**config.mk**
```make
export PLATFORM = sky130hd
export DESIGN_NAME = instr_fetch
export DESIGN_NICKNAME = d
export VERILOG_FILES = /design/src/rtl/instr_fetch.sv
export SDC_FILE = /design/constraint.sdc
export NUM_CORES = 1
export LEC_CHECK = 0
export ABC_AREA = 1
export BUFFER_PORTS_ARGS = -buffer_cell sky130_fd_sc_hd__buf_2
export CAP_MARGIN = 20
export CELL_PAD_IN_SITES_DETAIL_PLACEMENT = 0
export CELL_PAD_IN_SITES_GLOBAL_PLACEMENT = 1
export CORE_MARGIN = 2
export CORE_UTILIZATION = 46
export CTS_BUF_LIST = sky130_fd_sc_hd__clkbuf_8
export CTS_CLUSTER_DIAMETER = 50
export DETAILED_ROUTE_END_ITERATION = 7
export GPL_ROUTABILITY_DRIVEN = 0
export PLACE_DENSITY_LB_ADDON = 0.1
export SYNTH_ARGS = -nofsm -noshare
export SYNTH_HDL_FRONTEND = slang
export SYNTH_SLANG_ARGS = --single-unit
export TNS_END_PERCENT = 10
```
**constraint.sdc**
```tcl
create_clock -name clk -period 5.6 [get_ports clk]
set_clock_uncertainty 0.05 [all_clocks]
set_input_delay 0.28 -clock clk [delete_from_list [all_inputs] [get_ports clk]]
set_output_delay 0.28 -clock clk [all_outputs]
set_load 0.005 [all_outputs]
```
**src/rtl/instr_fetch.sv**
```systemverilog
// Fetch stage: owns the PC, issues word reads to a 1-cycle synchronous imem and buffers
// returned words in a 2-entry skid FIFO presented to decode under valid/ready.
module instr_fetch #(
  parameter int                  PC_WIDTH = 32,
  parameter int                  IMEM_AW  = 10,
  parameter logic [PC_WIDTH-1:0] RESET_PC = '0
) (
  input  logic                clk,
  input  logic                rst_n,
  output logic                imem_en,
  output logic [IMEM_AW-1:0]  imem_addr,
  input  logic [31:0]         imem_rdata,
  output logic                instr_valid,
  input  logic                instr_ready,
  output logic [31:0]         instr,
  output logic [PC_WIDTH-1:0] instr_pc,
  input  logic                redirect_valid,
  input  logic [PC_WIDTH-1:0] redirect_pc
);

  localparam logic [31:0] NOP = 32'h0000_0013;

  logic [PC_WIDTH-1:0] pc;
  logic [PC_WIDTH-1:0] inflight_pc;
  logic [1:0]          count;
  logic                inflight;
  logic                kill;
  logic [31:0]         e0_instr, e1_instr;
  logic [PC_WIDTH-1:0] e0_pc, e1_pc;

  logic       pop;
  logic       push;
  logic [2:0] credit;

  assign instr_valid = (count != 2'd0);
  assign pop         = instr_valid & instr_ready & ~redirect_valid;
  assign push        = inflight & ~kill;

  // Slots already claimed by buffered words plus the read on its way back.
  assign credit    = {1'b0, count} + {2'b00, inflight} - {2'b00, pop};
  assign imem_en   = rst_n & ~redirect_valid & (credit < 3'd2);
  assign imem_addr = pc[IMEM_AW+1:2];

  assign instr    = instr_valid ? e0_instr : NOP;
  assign instr_pc = instr_valid ? e0_pc : '0;

  always_ff @(posedge clk or negedge rst_n) begin
    if (!rst_n) begin
      pc          <= RESET_PC;
      inflight_pc <= '0;
      count       <= 2'd0;
      inflight    <= 1'b0;
      kill        <= 1'b0;
      e0_instr    <= '0;
      e1_instr    <= '0;
      e0_pc       <= '0;
      e1_pc       <= '0;
    end else if (redirect_valid) begin
      // Flush buffered words; any read still returning is dropped.
      pc       <= redirect_pc & ~PC_WIDTH'(3);
      count    <= 2'd0;
      inflight <= 1'b0;
      kill     <= inflight;
    end else begin
      inflight <= imem_en;
      kill     <= 1'b0;
      if (imem_en) begin
        pc          <= pc + PC_WIDTH'(4);
        inflight_pc <= pc;
      end
      case ({push, pop})
        2'b10: begin
          if (count == 2'd0) begin
            e0_instr <= imem_rdata;
            e0_pc    <= inflight_pc;
          end else begin
            e1_instr <= imem_rdata;
            e1_pc    <= inflight_pc;
          end
          count <= count + 2'd1;
        end
        2'b01: begin
          e0_instr <= e1_instr;
          e0_pc    <= e1_pc;
          count    <= count - 2'd1;
        end
        2'b11: begin
          if (count == 2'd1) begin
            e0_instr <= imem_rdata;
            e0_pc    <= inflight_pc;
          end else begin
            e0_instr <= e1_instr;
            e0_pc    <= e1_pc;
            e1_instr <= imem_rdata;
            e1_pc    <= inflight_pc;
          end
        end
        default: ;
      endcase
    end
  end

endmodule

```
==> results.md <==
* Outcome: complete, no violations
* Filler cells at about 2200
* Top FF cell, synth: dfrtp_1
* Chip Width at about 150 microns
* Crit path max fanout at 31
* Critical Path, Cell by Cell: inv_1 > ha_2 > inv_4 > nand3_2 > nand2_1 > nand3_1 > fa_1 > nand2_1 > nor2_1 > nand2_2 > inv_1 > buf_2
* Antenna diodes at 0
* WL met1 at ~12000 microns
* Leading cell type in the layout, fill and taps excluded: nand2_1
* Final worst path period share at a little over two thirds
* Area growth syn-to-layout at 13.6%
* First-pass GRT wire length at a little under 40000 microns
* Netlist cell types at 29
* Max Cap Violations at 0
* Gr usage total at about 22%
* Aggregate global routing overflow at 0
* CP delay by family, top: buffers and inverters
* Slowest-stage cell, CP: inv_1
* Setup Buffers After CTS at 0
* Initial Utilization at about 47%
* WL final at 23900 microns
* CTS tree: done
* Drt pass-1 iters at 5
* Net switching power at between 2 and 2.5 mW
* Worst-path clk slew at around 100 ps
* Post-route non-filler standard cell count at ~1800
* Cell total after placement at 1700
* Worst Path Required at around 5300 ps
* Io pins at around 140
* Power density over cell area at 477 nW/um^2
* Count of state elements after synthesis at between 150 and 200
* Crit Path Class: reg2out
* Most frequent cells in the layout: 466 x nand2_1, 188 x dfrtp_1, 157 x inv_1
* Clock root cell: clkbuf_8
* Sequential share of the synthesized area at 48.3%
* Max clock buf depth at 2
* 1st-iter DRT viols at around 470
* Fraction of layout cells with a size suffix above 1 at 13.8%
* Clk sink count at roughly 190
* Max_slew headroom at 36.7%
* H-tree depth at 4
* Clk_lat worst skew at ~460 ps
* Vias after detailed routing at 8426
* CP Buf/Inv Count at 4
* Final Hold Fails at 0
* WL per Instance at 13.6 microns
* Mean post-synth cell area at slightly above 7 sq um
* Post-Syn Area at between 9000 and 10000 sq um
* Highest metal used: met4
* IO buf count at ~140
* Largest net degree at the start of global routing at 70
* Leakage at approximately 6 nW
* Clock power share at about 18%
* CP peak stage delay at roughly 680 ps
* Combinational Power Share at 39.4%
* Initial antenna violation count at 0
* Sw frac at between 40% and 50%
* TritonCTS buffer count at 17
* Vias in the first global route at 7779
* Hold Path Class: in2reg
* Worst IR Drop VDD at approximately 180 uV
* Rows at 53
* Int Power at 3.09 mW
* CP Capture Type: output pin
* Dpl ws at 2100 ps
* Cells after Synth at about 1400
* Utilization after layout at between 50% and 60%
* DR vias/cell at approximately 4.8
* Crit path DAT at 3570 ps
* Slew at the pin closest to its max-slew limit at around 950 ps
* Hpwl dp at ~15000 microns
* Critical path launch point type: register
* Unrepaired setup endpoints after global routing: no
* Fmax at around 260 MHz
* Final Slew Violations at 0
* Metal3 WL at 1190 microns
* Setup TNS Final at 0 ps
* Post-DRT Antenna Nets at 0
* Final setup viols at 0
* Yosys warns at 0
* Setup WS post-layout at 1700 ps
* Core ar. at approximately 21000 sq um
* Sequential fraction of design power at between 40% and 50%
* Min cycle time layout at a little under 4000 ps
* # DRC at 0
* Die area at around 22000 sq um
* Async SR Flop Fraction at 100%
* Die Span Y at 150 microns
* Final net count at 1540
* Met2 wire length at roughly 11000 microns
* EDFF count, synth at 0
[area by class of cell]
| cell class | count | area [sq um] | share of cell area [%] |
|---|---|---|---|
| clock inverters | 15 | 165 | 1.49 |
| flip-flops and latches | 188 | 4700 | 42.5 |
| clock buffers | 17 | 234 | 2.11 |
| multi-input cells | 922 | 3970 | 35.8 |
| well taps | 275 | 344 | 3.11 |
| inverters | 161 | 607 | 5.48 |
| repair buffers | 178 | 1060 | 9.54 |
[cell usage after synthesis, types with 2 or more instances]
cell      instances  area share [%]
dfrtp_1         188              48
o21ai_1          56             2.9
xor2_1            2            0.18
inv_2             3            0.12
o21ai_0          51             2.6
buf_6             8            0.92
ha_1              3            0.39
buf_2            27             1.4
o211ai_1          3            0.23
inv_1           157             6.0
nor2_1          142             5.5
buf_4            22             1.7
or2_2             4            0.26
nand2_1         467              18
a21oi_1          26             1.3
nor2_4            2            0.23
nand3_1         154             7.9
nand2_2           4            0.26
clkbuf_1         24            0.92
[worst paths after layout]
check | startpoint | endpoint | slack (ps) | cells after the start
worst max register to register | count[1] | pc[20] | 2270 | 14
worst min register to register | e1_instr[30] | e1_instr[30] | 430 | 2
min in group asynchronous | rst_n | e0_pc[27] | 330 | 2
worst min-delay path | imem_rdata[18] | e1_instr[18] | 30 | 3
max in group asynchronous | rst_n | e0_pc[2] | 3110 | 4
worst max-delay path | count[1] | imem_en | 1700 | 12
[stage by stage]
step / hold WS, ps / power, mW / instance area (sq um)
3_3_place_gp: 270 / 4.33 / 10400
6_report: 30.0 / 5.28 / 11100
2_1_floorplan: -65.6 / 3.76 / 9750
5_1_grt: 14.0 / 5.79 / 11100
3_5_place_dp: 272 / 4.39 / 10400
4_1_cts: 1.93 / 5.34 / 11100
[tightest hold or removal path, cell delays in order]
cell and delay (ps):
buf_2 100, nand3_1 70, nand2_1 60
[timing repair]
action	4_1_cts	5_1_grt
endpoints found under the hold margin	88	0
hold buffers	24	0
gates resized for setup	0	0
endpoints found under the setup margin	0	0
[kinds of logic (layout without fill, tap and decap cells)]
logic type,count (synthesis),after routing,synth area share (%)
AND/OR/NAND/NOR,776,776,32.3
buffers and inverters,244,371,11.2
flip-flops,188,188,48.3
AO/OA/AOI/OAI,138,138,7.37
adder cells (fa/ha/maj),4,4,0.590
XOR/XNOR,2,2,0.180
other,1,2,0.0385
[flip-flops by register name, indices dropped and copies added (netlist names)]
| name | cells |
|---|---|
| e0_pc | 30 |
| inflight | 1 |
| e1_pc | 30 |
| kill | 1 |
| e1_instr | 32 |
| e0_instr | 32 |
| pc | 30 |
| inflight_pc | 30 |
| count | 2 |
[per-layer routing]
layer | GRT usage [%] | vias up
li1 | - | 4394
met1 | 32.5 | 3808
met2 | 35.0 | 204
met3 | 3.26 | 20
met4 | 5.95 | 0
met5 | 0 | -
[power groups by stage]
stage | Combinational, mW | Clock, mW | Sequential [mW]
2_1_floorplan | 1.55 | 0 | 2.22
3_3_place_gp | 2.05 | 0 | 2.28
3_5_place_dp | 2.09 | 0 | 2.30
4_1_cts | 2.11 | 0.962 | 2.27
5_1_grt | 2.43 | 1.01 | 2.35
6_report | 2.08 | 0.929 | 2.27
(Power assumes the default switching activity.)
